**src/rtl/ascii_add_ctrl.sv**
```systemverilog
// Two-digit ASCII adder: takes two ASCII decimal digits over a valid/ready
// channel and returns their sum as one or two ASCII digits on an output channel.
module ascii_add_ctrl #(
  parameter bit LEAD_ZERO = 1'b1
) (
  input  logic       CLK,
  input  logic       RST,
  input  logic [7:0] CHAR_IN,
  input  logic       CHAR_VALID,
  output logic       CHAR_READY,
  output logic [7:0] OUT_CHAR,
  output logic       OUT_VALID,
  input  logic       OUT_READY,
  output logic       ERR,
  output logic       BUSY
);

  // state   | meaning
  // S_A     | await operand A
  // S_B     | await operand B
  // S_SUM   | register A + B (one cycle)
  // S_TENS  | present tens digit
  // S_UNITS | present units digit
  typedef enum logic [2:0] {
    S_A     = 3'd0,
    S_B     = 3'd1,
    S_SUM   = 3'd2,
    S_TENS  = 3'd3,
    S_UNITS = 3'd4
  } state_t;

  state_t     state_q, state_d;
  logic [3:0] a_q, a_d;
  logic [3:0] b_q, b_d;
  logic [4:0] sum_q, sum_d;
  logic       err_q, err_d;

  logic       is_digit;
  logic [7:0] char_off;
  logic [3:0] digit;
  logic       accept;
  logic [4:0] sum_ab;
  logic       tens_ab;
  logic       tens_q;
  logic [4:0] units_full;
  logic [3:0] units_q;

  assign is_digit   = (CHAR_IN >= 8'h30) && (CHAR_IN <= 8'h39);
  assign char_off   = CHAR_IN - 8'h30;
  assign digit      = char_off[3:0];
  assign accept     = CHAR_VALID && CHAR_READY;
  assign sum_ab     = {1'b0, a_q} + {1'b0, b_q};
  assign tens_ab    = (sum_ab >= 5'd10);
  assign tens_q     = (sum_q >= 5'd10);
  assign units_full = tens_q ? (sum_q - 5'd10) : sum_q;
  assign units_q    = units_full[3:0];

  always_ff @(posedge CLK or posedge RST) begin
    if (RST) begin
      state_q <= S_A;
      a_q     <= 4'd0;
      b_q     <= 4'd0;
      sum_q   <= 5'd0;
      err_q   <= 1'b0;
    end else begin
      state_q <= state_d;
      a_q     <= a_d;
      b_q     <= b_d;
      sum_q   <= sum_d;
      err_q   <= err_d;
    end
  end

  always_comb begin
    state_d = state_q;
    a_d     = a_q;
    b_d     = b_q;
    sum_d   = sum_q;
    err_d   = 1'b0;
    case (state_q)
      S_A: begin
        if (accept) begin
          if (is_digit) begin
            a_d     = digit;
            state_d = S_B;
          end else begin
            err_d = 1'b1;
          end
        end
      end
      S_B: begin
        if (accept) begin
          if (is_digit) begin
            b_d     = digit;
            state_d = S_SUM;
          end else begin
            // a bad second operand throws away the whole pair
            err_d   = 1'b1;
            a_d     = 4'd0;
            state_d = S_A;
          end
        end
      end
      S_SUM: begin
        sum_d   = sum_ab;
        state_d = (LEAD_ZERO || tens_ab) ? S_TENS : S_UNITS;
      end
      S_TENS: begin
        if (OUT_READY) state_d = S_UNITS;
      end
      S_UNITS: begin
        if (OUT_READY) state_d = S_A;
      end
      default: state_d = S_A;
    endcase
  end

  // outputs decode from state only, so reset clears them without waiting for a clock
  always_comb begin
    CHAR_READY = 1'b0;
    OUT_VALID  = 1'b0;
    OUT_CHAR   = 8'h00;
    BUSY       = (state_q != S_A);
    ERR        = err_q;
    case (state_q)
      S_A, S_B: CHAR_READY = 1'b1;
      S_TENS: begin
        OUT_VALID = 1'b1;
        OUT_CHAR  = 8'h30 + {7'd0, tens_q};
      end
      S_UNITS: begin
        OUT_VALID = 1'b1;
        OUT_CHAR  = 8'h30 + {4'd0, units_q};
      end
      default: ;
    endcase
  end

endmodule

```
**config.mk**
```make
export PLATFORM = sky130hd
export DESIGN_NAME = ascii_add_ctrl
export DESIGN_NICKNAME = d
export VERILOG_FILES = /design/src/rtl/ascii_add_ctrl.sv
export SDC_FILE = /design/constraint.sdc
export NUM_CORES = 1
export LEC_CHECK = 0
export CAP_MARGIN = 20
export CORE_MARGIN = 10
export CORE_UTILIZATION = 30
export CTS_CLUSTER_SIZE = 16
export DETAILED_ROUTE_END_ITERATION = 12
export GPL_TIMING_DRIVEN = 1
export PLACE_DENSITY = 0.61
export SYNTH_ARGS = -nofsm -noshare
export SYNTH_HDL_FRONTEND = slang
export SYNTH_SLANG_ARGS = --single-unit
export TNS_END_PERCENT = 30
```
**constraint.sdc**
```tcl
create_clock -name CLK -period 1.6 [get_ports CLK]
set_input_delay 0.48 -clock CLK [delete_from_list [all_inputs] [get_ports CLK]]
set_output_delay 0.48 -clock CLK [all_outputs]
set_load 0.1 [all_outputs]
```
# Yosys cells after proc, flatten, opt, wreduce, memory -nomap -nowiden
# Cells that the tools add are included.
[op_classes]
muxes = 19
addsub = 5
n_lt_le_gt_ge = 3
eq_ne = 10
reduce_logical = 10
[op_table]
columns = ["operator", "count"]
rows = [
  ["2-to-1 mux 4 bit", 5],
  ["2-to-1 mux 3 bit", 5],
  ["one-hot mux 3 bit (5 select lines)", 1],
  ["one-hot mux 7 bit (2 select lines)", 1],
  ["inequality test 2 bit, second input constant", 6],
  ["AND reduction 5 bit", 2],
  ["greater-or-equal comparator 8 x 6 -> 1 bit, second input constant", 1],
  ["<= comparator 8 x 6 -> 1 bit, second input constant", 1],
  ["one-hot mux 4 bit (2 select lines)", 1],
  ["adder 6 x 1 -> 7 bit, first input constant", 1],
  ["adder 6 x 4 -> 7 bit, first input constant", 1],
  ["== test 3 x 2 -> 1 bit, second input constant", 2],
  ["adder 4 x 4 -> 5 bit", 1],
  ["greater-or-equal comparator 5 x 4 -> 1 bit, second input constant", 1],
  ["2-to-1 mux 1 bit", 5],
  ["OR reduction 2 bit", 2],
  ["subtractor 4 x 1 -> 4 bit, second input constant", 1],
  ["subtractor 4 bit, second input constant", 1],
  ["== test 3 x 1 -> 1 bit, second input constant", 1],
  ["== test 3 bit, second input constant", 1],
  ["logical NOT 3 bit", 1],
  ["AND reduction 3 bit", 1],
  ["nonzero test 3 bit", 1],
  ["logical AND 1 bit", 2],
  ["2 further kinds", 2],
]
[totals]
inputBits = 12
reg_bits = 17

# Logic depth before layout (Yosys ltp)
[logic_depth]
word_depth = 6
depth_mapped = 7

# Least setup slack after synthesis
# Ideal clock, no wire load.
[synth_timing]
path_type = "register to output"
start = "register sum_q[1]"
end = "output port OUT_CHAR[1]"
path_stages_with_launch = 6
t_required_ns = 1.120
n_path_buf = 0
arrival_ns = 3.237
path_slack_ns = -2.117
path_cell_list = "dfrtp_1 > inv_1 > ha_1 > o21ai_0 > a21o_1 > a211oi_1"
[synth_between]
elab_chain_cells = 4
elab_cells_between_ends = 6
classes_between = "add/sub (3); order compare (1); mux (2)"
[synth_rtl]
columns = ["element", "line_no", "source"]
rows = [
  ["from (decl)", "35", "logic [4:0] sum_q, sum_d;"],
  ["from (signal assigned)", "69", "sum_q <= sum_d;"],
  ["subtractor 4 bit / greater-or-equal comparator 5 x 4 -> 1 bit (equally long branches)", "55, 54", ""],
  ["2-to-1 mux 4 bit", "55", "assign units_full = tens_q ? (sum_q - 5'd10) : sum_q;"],
  ["adder 6 x 4 -> 7 bit", "133", "OUT_CHAR = 8'h30 + {4'd0, units_q};"],
  ["one-hot mux 7 bit (2 select lines) (*)", "125", "case (state_q)"],
  ["to (decl)", "11", "output logic [7:0] OUT_CHAR,"],
]
# Mark *: on every way between the ends. The rest lies on a longest branch, timed or not.

# Worst setup path in the final report
# Ends and elaborated chain as after synthesis.

==> run_summary.xml <==
<?xml version="1.0" encoding="UTF-8"?>
<metrics>
  <group name="setup_path">
    <metric name="timing_worst_setup_path_type" unit="">reg -&gt; out</metric>
    <metric name="endpoint_kind" unit="">primary output</metric>
    <metric name="cp-start-kind" unit="">register</metric>
    <metric name="required_time_of_the_worst_setup_path" unit="ns">1.12</metric>
    <metric name="arrival" unit="ns">1.67</metric>
    <metric name="rrSetupSlack" unit="ns">-0.06</metric>
    <metric name="critical_path.max_fanout" unit="">3</metric>
  </group>
  <group name="routing">
    <metric name="drt_pre_antenna_iters" unit="">4</metric>
    <metric name="drt_wl_total" unit="um">2470</metric>
    <metric name="routed_wl_per_cell" unit="um">12.54</metric>
    <metric name="vias" unit="">879</metric>
    <metric name="detail_route.iter0.violations" unit="">15</metric>
    <metric name="remaining_drc_errors" unit="">0</metric>
    <metric name="detail-route-antenna-nets" unit="">0</metric>
    <metric name="route.detailed.vias_per_inst" unit="">4.462</metric>
  </group>
  <group name="clocking">
    <metric name="htreeDepth" unit="">1</metric>
    <metric name="number_of_cts_inserted_buffers" unit="">3</metric>
    <metric name="clock-root-buffer" unit="">clkbuf_4</metric>
    <metric name="path_clk_slew" unit="ns">0.10</metric>
    <metric name="cts.path.max_buffers" unit="">2</metric>
    <metric name="cts_tree" unit="">done</metric>
    <metric name="clk-insertion-delay-late" unit="ns">0.29</metric>
    <metric name="postCtsHoldBufs" unit="">0</metric>
    <metric name="clkSinkCount" unit="">17</metric>
  </group>
  <group name="sta">
    <metric name="final-setup-viol-count" unit="">17</metric>
    <metric name="max_clock_freq" unit="MHz">465.9</metric>
    <metric name="finalMaxSlewViolations" unit="">0</metric>
    <metric name="rsz0062_at_grt" unit="">true</metric>
    <metric name="clock_skews" unit="ns">0.001800</metric>
    <metric name="fin_setup_tns" unit="ns">-3.902</metric>
    <metric name="share_of_the_clock_period_used_by_the_worst_path_after_layout" unit="%">134.1</metric>
    <metric name="report.final.hold_viol_count" unit="">0</metric>
    <metric name="timing.final.ws_setup" unit="ns">-0.5462</metric>
    <metric name="timing.final.crit_period" unit="ns">2.146</metric>
  </group>
  <group name="outcome">
    <metric name="failed_checks" unit="">setup timing</metric>
    <metric name="outcome" unit="">complete, but fails checks</metric>
  </group>
  <group name="finish">
    <metric name="nNetsFinal" unit="">170</metric>
    <metric name="final_design_utilization" unit="%">51.03</metric>
    <metric name="nFillCells" unit="">313</metric>
    <metric name="n_antenna_cell" unit="">0</metric>
    <metric name="syn_to_final_growth" unit="%">64.77</metric>
    <metric name="drive_above_1_share" unit="%">41.72</metric>
    <metric name="seq_area" unit="um^2">425.4</metric>
    <metric name="multi_input_area" unit="um^2">666.9</metric>
    <metric name="layout.cells.non_filler" unit="">197</metric>
  </group>
  <group name="synth">
    <metric name="yosys_register_bits" unit="">17</metric>
    <metric name="synth_cell_types" unit="">29</metric>
    <metric name="post_synth_instance_area" unit="um^2">1033</metric>
    <metric name="synthesis.instances" unit="">111</metric>
    <metric name="ys_seq_area_share" unit="%">41.16</metric>
    <metric name="synth.avg_cell_area" unit="um^2">9.311</metric>
    <metric name="yosysWarningCount" unit="">0</metric>
  </group>
  <group name="global_routing">
    <metric name="grt_start_max_net_pins" unit="">18</metric>
    <metric name="number_of_antenna_violations_at_the_first_check_in_global_routing" unit="">0</metric>
    <metric name="vias_in_the_first_global_route" unit="">960</metric>
    <metric name="global_route.overflow_total" unit="">0</metric>
    <metric name="grt_use_total" unit="%">7.920</metric>
    <metric name="wire_length_of_the_first_global_routing_pass" unit="um">4126</metric>
  </group>
  <group name="floorplan">
    <metric name="die_x" unit="um">78.70</metric>
    <metric name="die-height" unit="um">78.70</metric>
    <metric name="placeableCoreArea" unit="um^2">3337</metric>
    <metric name="ios" unit="">24</metric>
    <metric name="design.die.area" unit="um^2">6193</metric>
    <metric name="row_count" unit="">21</metric>
    <metric name="floorplan.initialDensity" unit="%">30.97</metric>
  </group>
  <group name="placement">
    <metric name="place_inst" unit="">192</metric>
    <metric name="pre_cts_slack" unit="ns">-0.4221</metric>
    <metric name="io_buffers" unit="">21</metric>
    <metric name="dp_hpwl" unit="um">2046</metric>
    <metric name="gpl.final_weighted_congestion" unit="">0.7649</metric>
  </group>
  <group name="hold_path">
    <metric name="hold_class" unit="">in -&gt; async</metric>
  </group>
  <group name="flow_run">
    <metric name="maxCapViolCount" unit="">0</metric>
  </group>
  <group name="power">
    <metric name="total_power" unit="mW">1.871</metric>
    <metric name="leakage" unit="nW">0.8181</metric>
    <metric name="power.ir.vdd_worst" unit="mV">0.4419</metric>
    <metric name="powerDensity" unit="nW/um^2">1099</metric>
  </group>
</metrics>
-- Yosys cell counts --
master | instances | area [um^2]
mux2_2 | 5 | 56.30
mux2i_1 | 7 | 70.07
or3_1 | 1 | 6.260
o211ai_1 | 1 | 7.510
nand2b_1 | 1 | 6.260
a21o_1 | 3 | 22.52
fa_1 | 1 | 20.02
inv_1 | 14 | 52.55
clkbuf_1 | 1 | 3.750
conb_1 | 1 | 3.750
xor2_1 | 2 | 17.52
a31oi_1 | 1 | 6.260
nor2b_1 | 1 | 6.260
nor2_4 | 1 | 11.26
nor3_1 | 1 | 5.000
nand2_2 | 1 | 6.260
nand3_1 | 1 | 5.000
dfrtp_1 | 17 | 425.4
buf_4 | 4 | 30.03
ha_1 | 5 | 62.56
nor2_1 | 7 | 26.28
o22ai_1 | 2 | 12.51
o21ai_0 | 7 | 35.03
or3b_4 | 1 | 11.26
nand2_1 | 16 | 60.06
buf_6 | 1 | 11.26
and4_2 | 1 | 10.01
a21oi_1 | 4 | 20.02
a211oi_1 | 3 | 22.52
-- through the flow --
| step | area, um^2 | hold WS, ns |
|---|---|---|
| 6_report | 1703 | 0.4966 |
| 5_1_grt | 1703 | 0.5072 |
| 4_1_cts | 1642 | 0.4934 |
| 3_5_place_dp | 1592 | 0.5134 |
| 3_3_place_gp | 1592 | 0.5037 |
| 2_1_floorplan | 1136 | 0.4061 |
-- state kept, by name, summed over array words and instances, names as in the netlist --
register  cells
b_q           4
a_q           4
state_q       3
ERR           1
sum_q         5
-- cell usage in the layout (no fill, tap or decap), types with 2 or more instances in the layout --
cell type / instances
inv_1: 11
nor2_1: 4
nand2_2: 2
o21ai_0: 4
mux2_2: 5
a211oi_4: 2
nand2_1: 13
clkdlybuf4s50_1: 10
a21o_1: 3
a21oi_4: 2
nor2_4: 3
xor2_1: 2
a21oi_1: 2
o21ai_1: 2
ha_1: 4
inv_2: 2
buf_6: 3
clkbuf_4: 3
conb_1: 2
buf_4: 17
buf_12: 10
mux2i_1: 7
dfrtp_1: 17
-- cell families after synthesis --
family	synth area share [%]
simple gates	14.89
compound gates	12.23
buf+inv	9.443
flops	41.16
mux	12.23
fa+ha+maj	7.990
xor+xnor	1.695
other cells	0.3628
-- routing by layer --
metal  GRT usage (%)  vias up  routed length [um]
met3           2.815        2                 165
met5               0        -                   0
li1                -      442                   -
met4           2.688        0                   9
met2           14.06       20                1304
met1           8.537      415                 991
-- worst max-delay path: stages, from the launching register on --
cell and delay [ns]:
dfrtp_1 0.41, inv_2 0.08, ha_4 0.15, o21ai_2 0.06
a21o_1 0.21, a211oi_4 0.26, buf_12 0.21
-- power breakdown --
part	total, mW	internal, mW	switching [mW]
registers	0.615	0.537	0.0788
logic	1.03	0.483	0.543
clock network	0.230	0.0968	0.133
total	1.87	1.12	0.755
-- timing repair --
item                       4_1_cts  5_1_grt
buffers inserted                 0        2
pin swaps                        4       11
gates resized for setup         10       15
setup endpoints to repair       17       18
-- path summary, 6_finish.rpt --
kind / start / to / cells past startpoint
min in group CLK: b_q[3]$_DFFE_PP0P_ / b_q[3]$_DFFE_PP0P_ / 1
min: RST / a_q[3]$_DFFE_PP0P_ / 3
min reg2reg: b_q[3]$_DFFE_PP0P_ / b_q[3]$_DFFE_PP0P_ / 1
max reg2reg: state_q[1]$_DFFE_PP0P_ / b_q[1]$_DFFE_PP0P_ / 6
max: sum_q[1]$_DFFE_PP0P_ / OUT_CHAR[1] / 6
max in group asynchronous: RST / b_q[2]$_DFFE_PP0P_ / 3
-- layout make-up --
class / instances / area share (%)
Inverter: 14 / 3.306
Tap cell: 46 / 3.380
Multi-Input combinational cell: 75 / 39.16
Clock buffer: 4 / 1.543
Timing Repair Buffer: 41 / 27.63
Sequential cell: 17 / 24.98
(Power assumes the default switching activity.)
